--- src/rtl/product_accumulator.sv ---
// ============================================================================
// product_accumulator
// ----------------------------------------------------------------------------
// Sums a fixed number of unsigned product words coming from an upstream
// registered multiplier and presents the total as a single result word.
// The sum saturates at the largest value the accumulator can hold. A sticky
// flag records that saturation happened during the run.
//
// A run has three phases:
//   IDLE  : waiting for a single-cycle start pulse. The previous result and
//           the saturation flag stay visible here.
//   ACCUM : in_ready is high and a term is taken on every in_valid cycle.
//           Bubbles (in_valid low) are allowed. After TERMS transfers the
//           result is registered.
//   DONE  : out_valid is high and out_data is held until out_ready.
//
// Every output is taken straight from a flop. The next-state logic therefore
// computes the next value of each output together with the next FSM state.
//
// Parameters
//   PRODW : width of the incoming unsigned product word
//   ACCW  : accumulator / result width (ACCW >= PRODW)
//   TERMS : number of products summed per result (TERMS >= 2)
//
// Ports
//   clock     : in  - single clock, rising-edge active
//   reset     : in  - asynchronous, active-low reset
//   start     : in  - single-cycle request to begin a run (used only in IDLE)
//   in_valid  : in  - in_data carries a valid product
//   in_data   : in  - unsigned product term, PRODW bits
//   in_ready  : out - a term is accepted this cycle (high only in ACCUM)
//   out_valid : out - out_data carries a completed result (high in DONE)
//   out_data  : out - accumulated, saturated sum, ACCW bits
//   out_ready : in  - downstream takes the result (used only in DONE)
//   busy      : out - high in every state except IDLE
//   sat       : out - sticky: saturation occurred in the current/last run
// ============================================================================
module product_accumulator #(
    parameter int PRODW = 16,
    parameter int ACCW  = 24,
    parameter int TERMS = 8
) (
    input  logic             clock,
    input  logic             reset,
    input  logic             start,
    input  logic             in_valid,
    input  logic [PRODW-1:0] in_data,
    output logic             in_ready,
    output logic             out_valid,
    output logic [ACCW-1:0]  out_data,
    input  logic             out_ready,
    output logic             busy,
    output logic             sat
);

    // The counter must be able to hold TERMS itself, because it increments
    // on the final transfer as well.
    localparam int              CNTW = $clog2(TERMS + 1);
    localparam logic [CNTW-1:0] LAST = CNTW'(TERMS - 1);
    localparam logic [CNTW-1:0] ONE  = CNTW'(1);

    typedef enum logic [1:0] {
        IDLE  = 2'd0,
        ACCUM = 2'd1,
        DONE  = 2'd2
    } state_t;

    state_t            state;
    state_t            state_next;
    logic [ACCW-1:0]   acc;
    logic [ACCW-1:0]   acc_next;
    logic [CNTW-1:0]   count;
    logic [CNTW-1:0]   count_next;
    logic [ACCW-1:0]   out_data_next;
    logic              out_valid_next;
    logic              in_ready_next;
    logic              busy_next;
    logic              sat_next;

    logic [ACCW:0]     sum_wide;
    logic [ACCW-1:0]   sum_sat;
    logic              overflow;
    logic              transfer;

    // Saturating adder. The sum is formed one bit wider than the
    // accumulator so that the carry out flags an overflow directly. The
    // product is zero-extended to the same width. On a carry the result
    // clamps to all ones. An already-saturated accumulator therefore stays
    // at the maximum for every later term.
    always_comb begin
        sum_wide = {1'b0, acc} + {{(ACCW - PRODW + 1){1'b0}}, in_data};
        overflow = sum_wide[ACCW];
        sum_sat  = overflow ? {ACCW{1'b1}} : sum_wide[ACCW-1:0];
        transfer = in_valid && in_ready;
    end

    // Next-state and next-output logic. Every register holds its value by
    // default, and each state changes only what it owns. start is looked at
    // only in IDLE and out_ready only in DONE. Both are therefore ignored
    // everywhere else without any extra gating. When start and out_ready are
    // both high in DONE, the DONE branch completes the handshake and the
    // start pulse is dropped.
    always_comb begin
        state_next     = state;
        acc_next       = acc;
        count_next     = count;
        out_data_next  = out_data;
        out_valid_next = out_valid;
        in_ready_next  = in_ready;
        busy_next      = busy;
        sat_next       = sat;

        case (state)
            IDLE: begin
                if (start) begin
                    acc_next      = '0;
                    count_next    = '0;
                    sat_next      = 1'b0;
                    in_ready_next = 1'b1;
                    busy_next     = 1'b1;
                    state_next    = ACCUM;
                end
            end

            ACCUM: begin
                if (transfer) begin
                    acc_next   = sum_sat;
                    count_next = count + ONE;
                    if (overflow) begin
                        sat_next = 1'b1;
                    end
                    // The last term goes straight into the result register.
                    // out_valid then rises on the very next cycle.
                    if (count == LAST) begin
                        out_data_next  = sum_sat;
                        out_valid_next = 1'b1;
                        in_ready_next  = 1'b0;
                        state_next     = DONE;
                    end
                end
            end

            DONE: begin
                if (out_ready) begin
                    out_valid_next = 1'b0;
                    busy_next      = 1'b0;
                    state_next     = IDLE;
                end
            end

            default: begin
                in_ready_next  = 1'b0;
                out_valid_next = 1'b0;
                busy_next      = 1'b0;
                state_next     = IDLE;
            end
        endcase
    end

    // State and output registers. Reset clears everything at once, without
    // waiting for a clock edge. This drops any partial or pending result,
    // so no out_valid can appear after reset is released.
    always_ff @(posedge clock or negedge reset) begin
        if (!reset) begin
            state     <= IDLE;
            acc       <= '0;
            count     <= '0;
            out_data  <= '0;
            out_valid <= 1'b0;
            in_ready  <= 1'b0;
            busy      <= 1'b0;
            sat       <= 1'b0;
        end else begin
            state     <= state_next;
            acc       <= acc_next;
            count     <= count_next;
            out_data  <= out_data_next;
            out_valid <= out_valid_next;
            in_ready  <= in_ready_next;
            busy      <= busy_next;
            sat       <= sat_next;
        end
    end

endmodule

--- config.mk ---
export PLATFORM = sky130hd
export DESIGN_NAME = product_accumulator
export DESIGN_NICKNAME = d
export VERILOG_FILES = /design/src/rtl/product_accumulator.sv
export SDC_FILE = /design/constraint.sdc
export NUM_CORES = 1
export LEC_CHECK = 0
export CAP_MARGIN = 25
export CORE_ASPECT_RATIO = 0.7
export CORE_UTILIZATION = 31
export CTS_BUF_LIST = sky130_fd_sc_hd__clkbuf_4 sky130_fd_sc_hd__clkbuf_8 sky130_fd_sc_hd__clkbuf_16
export DETAILED_ROUTE_END_ITERATION = 7
export SKIP_LAST_GASP = 1
export SYNTH_ARGS = -nofsm -noshare
export SYNTH_HDL_FRONTEND = slang
export SYNTH_SLANG_ARGS = --single-unit
--- constraint.sdc ---
create_clock -name clock -period 3.33 [get_ports clock]
set_input_delay 0.333 -clock clock [delete_from_list [all_inputs] [get_ports clock]]
set_output_delay 0.333 -clock clock [all_outputs]
set_load 0.01 [all_outputs]
==> results by group, run 1 <==
Placed design
  • Port Buffers: 48
  • Post-Place Cells: 564
  • GPL Wtd Cong: 0.868
  • Hpwl dp: 6780 um
  • Worst slack, placed: 0.290 ns

Global routing
  • GRT Overall Usage: 16.5%
  • Gr ovfl total: 0
  • Vias in the first global route: 2,799
  • Initial antenna violation count: 0
  • Largest net degree at the start of global routing: 32
  • First-pass GRT wire length: 14,900 um

Worst setup path
  • Critical path peak fanout: 12
  • Worst EP arrival: 2.91 ns
  • Crit start category: input pin
  • Kind of end point of the critical path: flop
  • CP Class: in -> reg
  • Worst EP required: 3.52 ns

CTS
  • Clk root buf: clkbuf_16
  • CTS tree: done
  • Clk Latency, worst-skew pair: 0.33 ns
  • Cts repair resizes: 0
  • Maximum root-to-sink buffer count: 2
  • Hold_buf cts: 0
  • Setup bufs post-CTS: 0
  • CTS Buf Count: 9
  • Sink Count: 58
  • H-tree levels: 3
  • CTS clk-pin slew, worst paths: 0.05 ns

Routing
  • Initial DRC Count: 191
  • Drt wl/cell: 15.7 um
  • Post-route ant nets: 0
  • Post-Route WL: 9090 um
  • DR pass1 iterations: 4
  • Vias per cell: 5.03
  • DR vias: 2,915
  • Post-route DRC: 0

Logic synthesis
  • Async S/R FF share, synth: 100%
  • Count leader, synth: dfrtp_1
  • Area share of the largest cell type after synthesis: 40.4%
  • Share of the yosys chip area belonging to registers: 40.4%
  • Syn Nets: 412
  • Most frequent cells after synthesis: dfrtp_1, nand2_1, a21oi_1, nor2_1, o21ai_1
  • Cells after Synth: 373
  • Top cell type by total area after synthesis: dfrtp_1
  • Top FF cell, synth: dfrtp_1
  • Mapped Area: 3590 um^2
  • Top cells by area, synth: dfrtp_1, ha_1, nand2_1
  • #FFs+latches synth: 58
  • EDFF count, synth: 0
  • Unique masters post-synth: 75
  • Synth Warn #: 0
  • Mean Syn Cell Area: 9.63 um^2

Hold path
  • Worst hold path class: in -> async

Layout
  • # nets final: 461
  • Share of layout cells above drive strength 1: 15.0%
  • Synth-to-layout area growth: 26.0%
  • Final std cells w/o fill: 580
  • Inserted Diodes: 0

Timing
  • Pin slew with the least headroom to its limit: 0.743 ns
  • Final Hold Violating Endpoints: 0
  • WHS: 0.0632 ns
  • Post-Route Skew: 0.00841 ns
  • Final setup TNS: 0 ns
  • Period minus WS final: 2.73 ns
  • Final Slew Violations: 0
  • Maximum clock rate: 367 MHz
  • RSZ-0062 raised after global routing: false
  • Slew margin rel.: 50.5%
  • Final setup fails: 0
  • Worst setup margin: 0.604 ns
  • Final worst-path cycle share: 81.9%

Die
  • Die height: 92.0 um
  • Die width: 131 um
  • Total core area: 11,100 um^2
  • # rows: 32
  • Initial Utilization: 32.3%
  • Boundary Pins: 49
  • Die Area: 12,000 um^2

Power and ir drop
  • Power Density: 955 nW/um^2
  • Final total power: 4320 uW
  • Peak supply drop: 0.450 mV
  • Leak: 0.00189 uW

Job
  • # Max-Cap Violations: 0

Status
  • Run status: finished, final reports clean
-- metal layers --
layer  up-vias  GRT usage (%)  share of wire [%]
met5         -              0                  0
met4         0           6.32                1.1
met3         9           5.19                6.6
met2        80           22.2                 40
met1      1373           24.0                 52
li1       1453              -                  -
-- per-stage QoR --
stage          cell area, um^2  utilization, %
5_1_grt                   4520            40.6
6_report                  4520            40.6
3_5_place_dp              4190            37.6
2_1_floorplan             3590               -
4_1_cts                   4520            40.6
3_3_place_gp              4190            37.6
-- flip-flops by register name, summed over array words and instances (netlist names) --
name and cells:
in_ready 1, out_data 24, sat 1, acc 24, state 2, count 4, out_valid 1, busy 1
-- cell type report --
type                    count  area [um^2]
clock buffers              12          260
clock inverters             4         73.8
fillers                  1139         6610
inverters                   5         18.8
multi-input cells         294         2010
flip-flops and latches     58         1450
well taps                 153          191
repair buffers             54          520
-- power by group --
part | switching (uW) | internal, uW
registers | 196 | 985
logic | 1160 | 947
clock network | 324 | 703
-- cell usage in the layout (no fill, tap or decap), types with 8 or more instances in the layout --
| cell | instances |
|---|---|
| dfrtp_1 | 58 |
| nand2_1 | 48 |
| clkdlybuf4s50_1 | 47 |
| nor2_1 | 31 |
| a21oi_1 | 31 |
| o21ai_1 | 20 |
| ha_1 | 17 |
| xnor2_1 | 12 |
| o21ai_0 | 9 |
| a31oi_1 | 9 |
| clkbuf_16 | 9 |
| a21o_1 | 8 |
-- final timing paths --
path                              from           to  slack [ns]  cells after the start
min in group clock         out_data[7]  out_data[7]        0.48                      2
hold / removal                   reset  out_data[6]        0.06                      1
hold reg to reg            out_data[7]  out_data[7]        0.48                      2
max in group asynchronous        reset      acc[22]        2.42                      2
setup / recovery            in_data[0]  out_data[5]        0.60                     10
setup reg to reg                acc[0]  out_data[5]        0.65                      9
-- worst max-delay path, cell delays in order --
cell and delay [ns]:
clkdlybuf4s50_1 0.41, ha_1 0.23, fa_1 0.41, a21o_1 0.21, a21oi_2 0.25, nor4b_4 0.12
o311ai_4 0.42, buf_4 0.29, o21a_1 0.17, o21ai_0 0.08
-- logic make-up (layout without fill, tap and decap cells) --
group / count (synthesis) / count (layout) / synth area share, %
and+or+nand+nor: 134 / 134 / 19.7
AOI/OAI and AO/OA: 119 / 119 / 23.8
DFF: 58 / 58 / 40.4
buffers and inverters: 21 / 75 / 3.66
adders and majority gates: 18 / 18 / 6.48
xor gates and xnor gates: 18 / 18 / 4.39
muxes: 5 / 5 / 1.57
No activity file was read; power rests on OpenSTA's default activity.
==> run 2, diff against run 1 <==
==> constraint.sdc (replaced) <==
create_clock -name clock -period 2.3 [get_ports clock]
set_input_delay 0.23 -clock clock [delete_from_list [all_inputs] [get_ports clock]]
set_output_delay 0.23 -clock clock [all_outputs]
set_load 0.01 [all_outputs]
==> run 2 against run 1 <==
The run now ends with setup timing left. Clock power up 30%. Sequential power up 47%. Total power increased by 79%. Critical path depth rose by 1. Global-route usage up 3.1 points. Count of clock-buffer cells in the layout unchanged. Register-to-register slack worse by 0.75 ns. Combinational power grew 120%. Wire length increased by 22%. Worst setup slack got worse by 0.71 ns. Via count grew 16%.
==> results by group, run 2 (synthesis gave the netlist of run 1 again) <==
Timing
  • Post-Route Skew: 0.00657 ns (-0.00184 ns)
  • Period minus WS final: 2.40 ns
  • Final Slew Violations: 0 (unchanged)
  • RSZ-0062 raised after global routing: true
  • Maximum clock rate: 416 MHz
  • Worst setup margin: -0.101 ns (-0.705 ns)
  • Slew margin rel.: 54.3% (+3.8 points)
  • Final Hold Violating Endpoints: 0 (unchanged)
  • Final setup fails: 24 (+24)
  • Final worst-path cycle share: 104%
  • Pin slew with the least headroom to its limit: 0.686 ns (-0.0571 ns)

Layout
  • Top flop regs: acc (24), out_data (24), count (4)
  • Synth-to-layout area growth: 55.1%
  • Most frequent cells in the layout: buf_4, dfrtp_1, nand2_1
  • Post-layout util: 50.0% (+9.4 points)
  • Fill cells: 1,030 (-9.6%)
  • Inserted Diodes: 0 (unchanged)
  • Most common cell after layout, fill and taps aside: buf_4
  • Share of layout cells above drive strength 1: 38.1% (+23 points)
  • # nets final: 547 (+19%)

Placed design
  • Port Buffers: 48 (unchanged)
  • GPL Wtd Cong: 0.870 (+0.21%)
  • Hpwl dp: 7750 um (+14%)

Die
  • Initial Utilization: 32.3% (unchanged)
  • Total core area: 11,100 um^2 (unchanged)
  • Die Area: 12,000 um^2 (unchanged)
  • Die height: 92.0 um (unchanged)
  • # rows: 32 (unchanged)
  • Boundary Pins: 49 (unchanged)
  • Die width: 131 um (unchanged)

Status
  • Run status: complete, but fails checks
  • Failing checks: setup timing

CTS
  • CTS Buf Count: 9 (unchanged)
  • CTS tree: done
  • H-tree levels: 3 (unchanged)
  • CTS clk-pin slew, worst paths: 0.05 ns (about the same)
  • Maximum root-to-sink buffer count: 2 (unchanged)
  • Clk Latency, worst-skew pair: 0.34 ns (about the same)
  • Clk root buf: clkbuf_16
  • Sink Count: 58 (unchanged)

Power and ir drop
  • Power Density: 1390 nW/um^2 (+45%)
  • Combinational share of power: 60.2% (+11 points)
  • Reg power frac: 22.5% (-4.9 points)
  • Leak: 0.00236 uW (+25%)
  • Sw Ratio: 38.5% (-0.47 points)
  • Final total power: 7740 uW (+79%)
  • Psw: 2980 uW (+77%)
  • Peak supply drop: 0.622 mV (+38%)
  • Clock share of power: 17.3% (-6.5 points)
  • P_int: 4760 uW (+81%)

Routing
  • Post-Route WL: 11,100 um (+22%)
  • DR vias: 3,373 (+16%)
  • Drt wl/cell: 16.7 um (+6.4%)
  • Post-route ant nets: 0 (unchanged)
  • Post-route DRC: 0 (unchanged)
  • Vias per cell: 5.07 (+0.92%)
  • DR pass1 iterations: 4 (unchanged)
  • Initial DRC Count: 227 (+19%)

Worst setup path
  • CP startpoint: acc[0]
  • R2r setup slk: -0.10 ns (-0.75 ns)
  • CP Class: reg -> reg
  • Critical path peak fanout: 6 (-6)
  • Reg2reg start: acc[0]
  • Worst r2r dst: acc[13]
  • Kind of end point of the critical path: flop
  • Reg2reg path depth: 11 (+2)
  • Crit start category: flop
  • Worst EP required: 2.52 ns (-1.00 ns)
  • Worst EP arrival: 2.62 ns (-0.29 ns)

Global routing
  • Initial antenna violation count: 0 (unchanged)
  • Gr ovfl total: 0 (unchanged)
  • GRT Overall Usage: 19.6% (+3.1 points)
  • Vias in the first global route: 3,368 (+20%)
  • Largest net degree at the start of global routing: 30 (-6.3%)
  • First-pass GRT wire length: 17,600 um (+18%)

Job
  • # Max-Cap Violations: 0 (unchanged)

Hold path
  • Worst hold path class: in -> async
==> run 2: changes by cell type in the layout (fill, tap and decap cells not counted), sizes merged <==
cell and change:
clkdlybuf4s50 -2, nor2 +1, bufinv -1, dlygate4sd2 +1, dlygate4sd3 +1, dlymetal6s2s +1, buf +84
==> run 2: per-layer routing <==
| metal | GRT usage, % | routed length (um) | vias up |
|---|---|---|---|
| met5 | 0 | 0 | - |
| met4 | 6.80 | 174 | 0 |
| met3 | 4.90 | 683 | 15 |
| met2 | 29.0 | 5030 | 79 |
| met1 | 27.4 | 5210 | 1655 |
| li1 | - | - | 1624 |
==> run 2: timing repair <==
action / in CTS / in global routing
buffers inserted: 11 / 9
hold buffers: 1 / 0
pin swaps: 28 / 24
resized for setup: 39 / 47
endpoints found under the hold margin: 27 / 0
setup endpoints to repair: 45 / 49
gates cloned: 2 / 0
==> run 2: area by class of cell <==
cell class	count	area (um^2)	area share, %
multi-input combinational	295	2400	43.0
sequential	58	1450	26.1
timing repair buffer	139	1220	21.9
clock buffer	12	254	4.56
tap	153	191	3.44
clock inverter	3	40.0	0.719
inverter	5	18.8	0.337
==> run 2: worst max-delay path by stage <==
stage                        end  slack, ns  cells past startpoint
detailed placement   out_data[5]      -0.48                      9
finish                   acc[13]      -0.10                     11
floorplan           out_data[22]      -0.03                     10
CTS                      acc[19]      -0.06                     10
global route             acc[13]      -0.15                     11
global placement    out_data[22]      -0.39                     11
==> run 2: critical path, stage by stage (launching register included) <==
cell	delay, ns
dfrtp_1	0.40
ha_4	0.18
fa_2	0.34
a21o_1	0.19
a21oi_2	0.20
nor4b_4	0.09
buf_4	0.15
o311ai_4	0.21
buf_6	0.17
buf_8	0.13
a21oi_1	0.06
a21o_1	0.16
==> run 2: power groups by stage <==
stage / clock network (uW) / registers [uW] / logic (uW)
3_5_place_dp: 0 / 1730 / 3880
2_1_floorplan: 0 / 1750 / 2060
4_1_cts: 1360 / 1720 / 4170
5_1_grt: 1420 / 1800 / 5050
3_3_place_gp: 0 / 1710 / 3820
6_report: 1340 / 1740 / 4660
==> run 2: per-stage QoR <==
step                      setup TNS, ns  instance area [um^2]  instances  setup WS [ns]  hold slack [ns]
after floorplan                 -0.0261                  3590        373        -0.0261          -0.0656
after global placement           -15.26                  4700        630         -0.393            0.295
after detailed placement         -18.67                  4700        630         -0.482            0.302
after CTS                        -0.775                  5250        656        -0.0595            0.440
after global routing              -3.48                  5570        665         -0.154            0.488
final                             -1.19                  5570        665         -0.101            0.477
==> run 3, diff against run 2 <==
--- a/config.mk
+++ b/config.mk
@@ -5,7 +5,7 @@
 export SDC_FILE = /design/constraint.sdc
 export NUM_CORES = 1
 export LEC_CHECK = 0
-export CAP_MARGIN = 25
+export CAP_MARGIN = 20
 export CORE_ASPECT_RATIO = 0.7
 export CORE_UTILIZATION = 31
 export CTS_BUF_LIST = sky130_fd_sc_hd__clkbuf_4 sky130_fd_sc_hd__clkbuf_8 sky130_fd_sc_hd__clkbuf_16
==> results of run 3 <==
The final DEF is identical to that of run 2; final timing and power are the same.
